`config.mk`:
```
export PLATFORM = sky130hd
export DESIGN_NAME = multicycle_control_unit
export DESIGN_NICKNAME = d
export VERILOG_FILES = /design/src/rtl/riscv_pkg.sv /design/src/rtl/imm_gen.sv /design/src/rtl/multicycle_control_unit.sv
export SDC_FILE = /design/constraint.sdc
export NUM_CORES = 1
export LEC_CHECK = 0
export CORE_UTILIZATION = 39
export CTS_BUF_LIST = sky130_fd_sc_hd__clkbuf_8
export CTS_CLUSTER_DIAMETER = 200
export DETAILED_ROUTE_END_ITERATION = 8
export PLACE_DENSITY = 0.82
export SKIP_CTS_REPAIR_TIMING = 1
export SLEW_MARGIN = 20
export SYNTH_ARGS = -nofsm -noshare
export SYNTH_HDL_FRONTEND = slang
export SYNTH_SLANG_ARGS = --single-unit
```
`constraint.sdc`:
```
create_clock -name clk -period 4.65 [get_ports clk]
set_input_delay 1.1625 -clock clk [delete_from_list [all_inputs] [get_ports clk]]
set_output_delay 1.1625 -clock clk [all_outputs]
set_load 0.01 [all_outputs]
```
`src/rtl/riscv_pkg.sv`:
```
// riscv_pkg: shared opcodes, funct fields, ALU codes and FSM state encoding
package riscv_pkg;
    localparam logic [6:0] OP_R   = 7'b0110011;
    localparam logic [6:0] OP_I   = 7'b0010011;
    localparam logic [6:0] OP_LW  = 7'b0000011;
    localparam logic [6:0] OP_SW  = 7'b0100011;
    localparam logic [6:0] OP_BEQ = 7'b1100011;
    localparam logic [2:0] F3_ADD = 3'b000;
    localparam logic [2:0] F3_AND = 3'b111;
    localparam logic [2:0] F3_OR  = 3'b110;
    localparam logic [2:0] F3_W   = 3'b010;
    localparam logic [2:0] F3_BEQ = 3'b000;
    localparam logic [6:0] F7_BASE = 7'b0000000;
    localparam logic [6:0] F7_SUB  = 7'b0100000;
    localparam logic [2:0] ALU_ADD = 3'b000;
    localparam logic [2:0] ALU_SUB = 3'b001;
    localparam logic [2:0] ALU_AND = 3'b010;
    localparam logic [2:0] ALU_OR  = 3'b011;
    typedef enum logic [2:0] {
        S_FETCH     = 3'd0,
        S_DECODE    = 3'd1,
        S_EXECUTE   = 3'd2,
        S_MEMORY    = 3'd3,
        S_WRITEBACK = 3'd4,
        S_TRAP      = 3'd5
    } state_t;
    // R-type and I-type share the same funct3 meaning for add/and/or
    function automatic logic [2:0] alu_of(input logic [2:0] f3);
        return f3 == F3_AND ? ALU_AND : f3 == F3_OR ? ALU_OR : ALU_ADD;
    endfunction
endpackage

```
`src/rtl/imm_gen.sv`:
```
// imm_gen: sign-extended immediate extraction for I, S and B formats
module imm_gen import riscv_pkg::*; #(
    parameter int WORDSIZE = 64
) (
    input  logic [31:0]         ir,
    output logic [WORDSIZE-1:0] imm
);
    logic [6:0] op;
    logic [WORDSIZE-1:0] i_imm, s_imm, b_imm;
    assign op    = ir[6:0];
    assign i_imm = {{(WORDSIZE-12){ir[31]}}, ir[31:20]};
    assign s_imm = {{(WORDSIZE-12){ir[31]}}, ir[31:25], ir[11:7]};
    assign b_imm = {{(WORDSIZE-13){ir[31]}}, ir[31], ir[7], ir[30:25], ir[11:8], 1'b0};
    assign imm   = (op == OP_I || op == OP_LW) ? i_imm :
                   op == OP_SW  ? s_imm :
                   op == OP_BEQ ? b_imm : '0;
endmodule

```
`src/rtl/multicycle_control_unit.sv`:
```
// multicycle_control_unit: FETCH/DECODE/EXECUTE/MEMORY/WRITEBACK sequencer for a small RV subset
module multicycle_control_unit import riscv_pkg::*; #(
    parameter int WORDSIZE         = 64,
    parameter int INSTRUCTION_SIZE = 32
) (
    input  logic                        clk,
    input  logic                        rst,
    input  logic [INSTRUCTION_SIZE-1:0] instruction,
    input  logic                        instr_valid,
    input  logic                        alu_zero,
    input  logic                        dm_ready,
    output logic [4:0]                  cu_rf_addr_a,
    output logic [4:0]                  cu_rf_addr_b,
    output logic [4:0]                  cu_rf_write_addr,
    output logic                        cu_rf_write_en,
    output logic [WORDSIZE-1:0]         cu_immediate,
    output logic                        cu_mux_1_sel,
    output logic                        cu_mux_2_sel,
    output logic [2:0]                  cu_alu_operation,
    output logic                        cu_dm_read_en,
    output logic                        cu_dm_write_en,
    output logic                        cu_pc_write_en,
    output logic                        cu_pc_src,
    output logic                        cu_illegal,
    output logic [2:0]                  cu_state
);
    state_t state, state_nxt;
    logic [INSTRUCTION_SIZE-1:0] ir;
    logic illegal;
    logic [6:0] opcode, f7;
    logic [2:0] f3, alu_sel;
    logic is_r, is_i, is_lw, is_sw, is_beq, legal;

    assign opcode = ir[6:0];
    assign f3     = ir[14:12];
    assign f7     = ir[31:25];
    assign is_r   = opcode == OP_R && ((f7 == F7_BASE && (f3 == F3_ADD || f3 == F3_AND || f3 == F3_OR)) ||
                                       (f7 == F7_SUB && f3 == F3_ADD));
    assign is_i   = opcode == OP_I && (f3 == F3_ADD || f3 == F3_AND || f3 == F3_OR);
    assign is_lw  = opcode == OP_LW && f3 == F3_W;
    assign is_sw  = opcode == OP_SW && f3 == F3_W;
    assign is_beq = opcode == OP_BEQ && f3 == F3_BEQ;
    assign legal  = is_r || is_i || is_lw || is_sw || is_beq;
    assign alu_sel = (is_r && f7 == F7_SUB) ? ALU_SUB : (is_r || is_i) ? alu_of(f3) : ALU_ADD;

    assign cu_rf_addr_a     = ir[19:15];
    assign cu_rf_addr_b     = ir[24:20];
    assign cu_rf_write_addr = ir[11:7];
    assign cu_illegal       = illegal;
    assign cu_state         = state;

    imm_gen #(.WORDSIZE(WORDSIZE)) u_imm_gen (
        .ir  (ir[31:0]),
        .imm (cu_immediate)
    );

    // State, instruction register and sticky illegal flag
    always_ff @(posedge clk) begin
        if (rst) begin
            state   <= S_FETCH;
            ir      <= '0;
            illegal <= 1'b0;
        end else begin
            state <= state_nxt;
            if (state == S_FETCH && instr_valid) ir <= instruction;
            if (state == S_DECODE && !legal) illegal <= 1'b1;
        end
    end

    // Next-state and per-state control strobes; everything idles unless a state claims it
    always_comb begin
        state_nxt        = state;
        cu_rf_write_en   = 1'b0;
        cu_mux_1_sel     = 1'b0;
        cu_mux_2_sel     = 1'b0;
        cu_alu_operation = ALU_ADD;
        cu_dm_read_en    = 1'b0;
        cu_dm_write_en   = 1'b0;
        cu_pc_write_en   = 1'b0;
        cu_pc_src        = 1'b0;
        case (state)
            S_FETCH:  state_nxt = instr_valid ? S_DECODE : S_FETCH;
            S_DECODE: state_nxt = legal ? S_EXECUTE : S_TRAP;
            S_EXECUTE: begin
                cu_alu_operation = is_beq ? ALU_SUB : alu_sel;
                cu_mux_1_sel     = is_r || is_beq;
                cu_pc_write_en   = is_beq;
                cu_pc_src        = is_beq && alu_zero;
                state_nxt        = (is_lw || is_sw) ? S_MEMORY : is_beq ? S_FETCH : S_WRITEBACK;
            end
            S_MEMORY: begin
                cu_dm_read_en  = is_lw;
                cu_dm_write_en = is_sw;
                cu_pc_write_en = is_sw && dm_ready;
                state_nxt      = dm_ready ? (is_lw ? S_WRITEBACK : S_FETCH) : S_MEMORY;
            end
            S_WRITEBACK: begin
                cu_rf_write_en   = ir[11:7] != 5'd0;
                cu_pc_write_en   = 1'b1;
                cu_mux_2_sel     = is_lw;
                cu_alu_operation = alu_sel;
                cu_mux_1_sel     = is_r;
                state_nxt        = S_FETCH;
            end
            S_TRAP:  state_nxt = S_TRAP;
            default: state_nxt = S_FETCH;
        endcase
    end
endmodule

```
==> out/results.tsv, run 1 <==
metric	value	unit
distinct cell type count after synthesis	46	
fraction of layout cells with a size suffix above 1	5.41	%
GP Congestion	0.825	
R2R cell count	5	
diode count	0	
Tot GR Track Use	17.9	%
vias in the first global route	1854	
Hold Fails Final Rpt	0	
final wirelength	5490	µm
synthesized flop and latch total	36	
fin crit share	86.1	%
HP Class	flip-flop to flip-flop	
via-per-instance ratio	4.84	
fin cells	423	
1st-iter DRT viols	68	
syn_area_per_cell	7.66	µm²
Die Height	78.1	µm
Synth Flop Type	dfxtp_1	
relative slew slack	53.7	%
fmax	0.250	GHz
Critical Path RT	3490	ps
clk buf depth	2	
pins over their slew limit	0	
leakage	1.12	nW
Cells after Synth	295	
initial core utilization	40.8	%
peak supply drop	0.000223	V
drt first pass iters	5	
Hold EP	ir[19]	
Worst-path clk slew	70	ps
number of max-cap violations	0	
reg-to-reg endpoint	cu_state[2]	
syn nets	332	
WS Path Type	flip-flop to output port	
setup_tns	0	ps
I/O Pins	130	
Tmin final	4000	ps
# nets final	387	
CTS Root Cell	clkbuf_8	
CP max FO	52	
via count	2047	
crit path launch type	flip-flop	
Synth Cell Area	2260	µm²
first-pass GRT wire length	8650	µm
Fin Hold WS	459	ps
Area Growth Syn to Fin	40.1	%
largest net degree at the start of global routing	53	
Util after Layout	57.1	%
Yosys top cell area share	31.9	%
status	complete, no violations	
Pwr Density	242	nW/µm²
Crit path arrival time	2840	ps
hold_sp	ir[19]	
die width	78.1	µm
Skew-Pair Late Insertion Delay	290	ps
Final setup viols	0	
DRC Markers	0	
top cell type by total area after synthesis	dfxtp_1	
Post-DP HPWL	4050	µm
core area	5540	µm²
Hold Path Depth	2	
Worst R2R Start	ir[3]	
largest cells by area after synthesis	dfxtp_1 32%, buf_4 22%, nand2_1 11%	
Crit. End Element	output port	
row cnt	27	
GRT overflow	0	
Yosys Warn Count	0	
TritonCTS buffer count	5	
final clock skew	5.47	ps
R2R setup slack	2930	ps
initial antenna violation count	0	
post-synthesis sequential area ratio	31.9	%
placed cells	415	
Die Area	6100	µm²
H-tree Lvls	2	
CTS tree	done	
clk sinks	36	
RSZ-0062 raised after global routing	no	
Post-synth top cells	69 x nand2_1, 67 x buf_4, 36 x dfxtp_1, 35 x a21oi_1, 12 x nor2b_1	
port bufs	128	
routed len/inst	13.0	µm
asr flop ratio synth	0	%
post-route ant nets	0	
Tightest Pin Transition	693	ps
Post-synth EDFFs	0	
most frequent cell after synthesis	nand2_1	
[stage by stage]
| step | cell area [µm²] | power (W) | setup WS [ps] |
|---|---|---|---|
| 2_1_floorplan | 2260 | 0.000475 | 262 |
| 3_3_place_gp | 3060 | 0.000536 | 1040 |
| 3_5_place_dp | 3060 | 0.000540 | 928 |
| 4_1_cts | 3160 | 0.000771 | 611 |
| 5_1_grt | 3160 | 0.000805 | 427 |
| 6_report | 3160 | 0.000765 | 647 |
[critical path: stages, from the launching register on]
cell and delay, ps:
dfxtp_1 310, nand4bb_1 460, nor3b_4 440, nor2_1 200, nor2b_2 140, buf_4 370
clkdlybuf4s50_1 620
[kinds of logic after synthesis]
| family | count (synthesis) | share of synthesized area [%] |
|---|---|---|
| flip-flops | 36 | 31.9 |
| other | 1 | 0.166 |
| buffers and inverters | 84 | 26.3 |
| multiplexers | 1 | 0.443 |
| AO/OA/AOI/OAI | 55 | 15.0 |
| AND/OR/NAND/NOR | 118 | 26.2 |
[area by class of cell]
type | instances | area, µm²
timing repair buffer | 130 | 1300
fill | 529 | 2380
clock inverter | 2 | 11.3
clock buffer | 6 | 82.6
multi-input combinational | 175 | 955
tap | 72 | 90.1
sequential | 36 | 721
inverter | 2 | 7.51
[per-layer routing]
layer | track usage [%] | vias to the layer above | wire length, µm
met2 | 31.1 | 112 | 2620
li1 | - | 1019 | -
met5 | 0 | - | 0
met4 | 7.22 | 0 | 105
met3 | 5.12 | 9 | 490
met1 | 20.6 | 907 | 2270
[sequential cells by signal (all words and copies together) (netlist names)]
signal,count
cu_illegal,1
cu_state,3
ir,32
[report_power, final]
part           switching [W]  internal [W]
registers          0.0000296      0.000336
logic              0.0000795     0.0000887
clock network       0.000114      0.000118
[worst max path at each step]
stage                     start          endpoint  slack, ps
after floorplan           ir[3]  cu_immediate[13]        260
after global placement    ir[3]  cu_immediate[20]       1040
after detailed placement  ir[3]  cu_immediate[23]        930
after CTS                 ir[3]  cu_immediate[23]        610
after global routing      ir[2]  cu_immediate[23]        430
final                     ir[3]  cu_immediate[23]        650
[cell usage in the layout, fill, tap and decap left out, types with 3 or more instances in the layout]
master           count
a21oi_1             35
a22o_1               4
and2_1               3
and4_1               3
clkbuf_8             6
clkdlybuf4s50_1    128
dfxtp_1             36
inv_1                3
nand2_1             69
nor2_1               7
nor2b_1             11
(Power assumes the default switching activity.)
==> run 2, diff against run 1 <==
--- a/config.mk
+++ b/config.mk
@@ -5,11 +5,13 @@
 export SDC_FILE = /design/constraint.sdc
 export NUM_CORES = 1
 export LEC_CHECK = 0
-export CORE_UTILIZATION = 39
+export CELL_PAD_IN_SITES_DETAIL_PLACEMENT = 1
+export CELL_PAD_IN_SITES_GLOBAL_PLACEMENT = 1
+export CORE_UTILIZATION = 27
 export CTS_BUF_LIST = sky130_fd_sc_hd__clkbuf_8
 export CTS_CLUSTER_DIAMETER = 200
 export DETAILED_ROUTE_END_ITERATION = 8
-export PLACE_DENSITY = 0.82
+export PLACE_DENSITY_LB_ADDON = 0.1
 export SKIP_CTS_REPAIR_TIMING = 1
 export SLEW_MARGIN = 20
 export SYNTH_ARGS = -nofsm -noshare
==> run 2 against run 1 <==
Compared with the run above:
- register-to-register slack got worse by 100 ps
- final cell count rose by 7.3%
- utilization fell by 16 points
- clock power barely moved
- total power rose by 1.0%
- design area rose by 1.3%
- via count rose by 0.88%
- critical path depth did not move
- critical endpoint is now cu_immediate[12]
- highest routed layer unchanged
==> out/results.tsv, run 2 (same netlist as run 1, synthesis figures left out) <==
metric	value	unit	change
status	complete, no violations		
TritonCTS buffer count	5		unchanged
row cnt	32		+19%
Worst-path clk slew	80	ps	about the same
Fin Hold WS	456	ps	-2.93 ps
# nets final	388		+0.26%
CP Cell Sequence	nand4bb_1 -> nor3b_4 -> nor2_1 -> nor2b_2 -> buf_4 -> clkdlybuf4s50_1		
Tightest Pin Transition	704	ps	+10.7 ps
final clock skew	10.0	ps	+4.52 ps
routed len/inst	14.2	µm	+9.6%
final wirelength	6460	µm	+18%
Top Family by Delay on Critical Path	simple AND/OR/NAND/NOR gates		
first-pass GRT wire length	10300	µm	+19%
Largest register FFs	32		unchanged
Crit. End Element	output port		
die width	93.5	µm	+20%
CTS tree	done		
CP max FO	52		unchanged
Die Area	8730	µm²	+43%
post-route ant nets	0		unchanged
clk sinks	36		unchanged
Post-DP HPWL	4830	µm	+19%
peak supply drop	0.0000916	V	-59%
fmax	0.245	GHz	-2.0%
Crit path arrival time	2920	ps	+80 ps
GP Congestion	0.747		-9.5%
GRT overflow	0		unchanged
leakage	1.12	nW	+0.37%
via count	2065		+0.88%
Final setup viols	0		unchanged
Hold Path Depth	2		unchanged
via-per-instance ratio	4.55		-6.0%
relative slew slack	53.0	%	-0.66 points
most frequent cells in the layout	128 x clkdlybuf4s50_1, 69 x nand2_1, 36 x dfxtp_1		
GRT met3 Usage	4.72	%	-0.40 points
port bufs	128		unchanged
Critical Path RT	3490	ps	about the same
largest net degree at the start of global routing	53		unchanged
HP Class	flip-flop to flip-flop		
Tot GR Track Use	15.0	%	-2.9 points
setup_tns	0	ps	unchanged
Hold Fails Final Rpt	0		unchanged
vias in the first global route	2024		+9.2%
R2R setup slack	2830	ps	-100 ps
hold_sp	ir[19]		
DRC Markers	0		unchanged
Hold EP	ir[19]		
1st-iter DRT viols	41		-40%
Pwr Density	241	nW/µm²	-0.26%
grt peak-use layer	met2		
core area	7890	µm²	+42%
initial core utilization	28.6	%	-12 points
R2R cell count	5		unchanged
WP buf/inv	2		unchanged
GR Util met1	17.4	%	-3.3 points
drt first pass iters	4		-1
Worst R2R Start	ir[3]		
number of max-cap violations	0		unchanged
met2 global-route usage	26.6	%	-4.5 points
Area Growth Syn to Fin	41.8	%	
WS Path Type	flip-flop to output port		
critical path's largest stage delay	640	ps	+20 ps
Skew-Pair Late Insertion Delay	290	ps	about the same
crit path launch type	flip-flop		
clk buf depth	2		unchanged
I/O Pins	130		unchanged
Die Height	93.5	µm	+20%
H-tree Lvls	2		unchanged
reg-to-reg endpoint	cu_state[2]		
most common cell after layout, fill and taps aside	clkdlybuf4s50_1		
Worst path slowest cell	clkdlybuf4s50_1		
diode count	0		unchanged
initial antenna violation count	0		unchanged
fraction of layout cells with a size suffix above 1	5.68	%	+0.27 points
Tmin final	4080	ps	+81.3 ps
fin crit share	87.8	%	+1.7 points
Largest Register	ir		
CTS Root Cell	clkbuf_8		
RSZ-0062 raised after global routing	no		
pins over their slew limit	0		unchanged
## run 2: how the worst max path moves through the flow
stage	slack, ps	cells after the start	endpoint	startpoint
final	570	6	cu_immediate[12]	ir[3]
after global routing	310	6	cu_immediate[12]	ir[3]
after CTS	500	6	cu_immediate[12]	ir[0]
after detailed placement	840	6	cu_immediate[12]	ir[3]
after global placement	960	6	cu_immediate[61]	ir[3]
after floorplan	260	6	cu_immediate[13]	ir[3]
## run 2: report_power, final
part	total (W)	switching, W	internal (W)
logic	0.000171	0.0000813	0.0000898
clock network	0.000235	0.000117	0.000118
registers	0.000367	0.0000314	0.000336
total	0.000773	0.000229	0.000544
## run 2: stage by stage
step | std cells | cell area, µm² | worst slack [ps] | total power [W] | utilization [%]
after floorplan | 295 | 2260 | 262 | 0.000475 | -
after global placement | 446 | 3110 | 960 | 0.000547 | 39.4
after detailed placement | 446 | 3110 | 838 | 0.000550 | 39.4
after CTS | 454 | 3200 | 503 | 0.000789 | 40.6
after global routing | 454 | 3200 | 311 | 0.000822 | 40.6
final | 454 | 3200 | 566 | 0.000773 | 40.6
## run 2: per-layer routing
layer | vias up | wire, µm
met3 | 5 | 587
li1 | 1021 | -
met5 | - | 0
met1 | 949 | 2730
met4 | 0 | 29
met2 | 90 | 3110
## run 2: final cells by class
| type | instances | area, µm² |
|---|---|---|
| Inverter | 2 | 7.51 |
| Multi-Input combinational cell | 175 | 950 |
| Fill cell | 952 | 4680 |
| Clock buffer | 6 | 82.6 |
| Timing Repair Buffer | 131 | 1300 |
| Sequential cell | 36 | 721 |
| Tap cell | 102 | 128 |
| Clock inverter | 2 | 11.3 |
## run 2: worst register-to-register path: stages (launching register included)
cell	delay, ps
dfxtp_1	310
nand4bb_1	490
nor3_4	450
and3_1	260
a22oi_1	90
o22ai_1	130
==> run 3, diff against run 2 <==
--- a/config.mk
+++ b/config.mk
@@ -12,6 +12,7 @@
 export CTS_CLUSTER_DIAMETER = 200
 export DETAILED_ROUTE_END_ITERATION = 8
 export PLACE_DENSITY_LB_ADDON = 0.1
+export SETUP_SLACK_MARGIN = 0.1
 export SKIP_CTS_REPAIR_TIMING = 1
 export SLEW_MARGIN = 20
 export SYNTH_ARGS = -nofsm -noshare
==> results of run 3 <==
No change in the layout: final DEF, timing and power equal those of run 2.
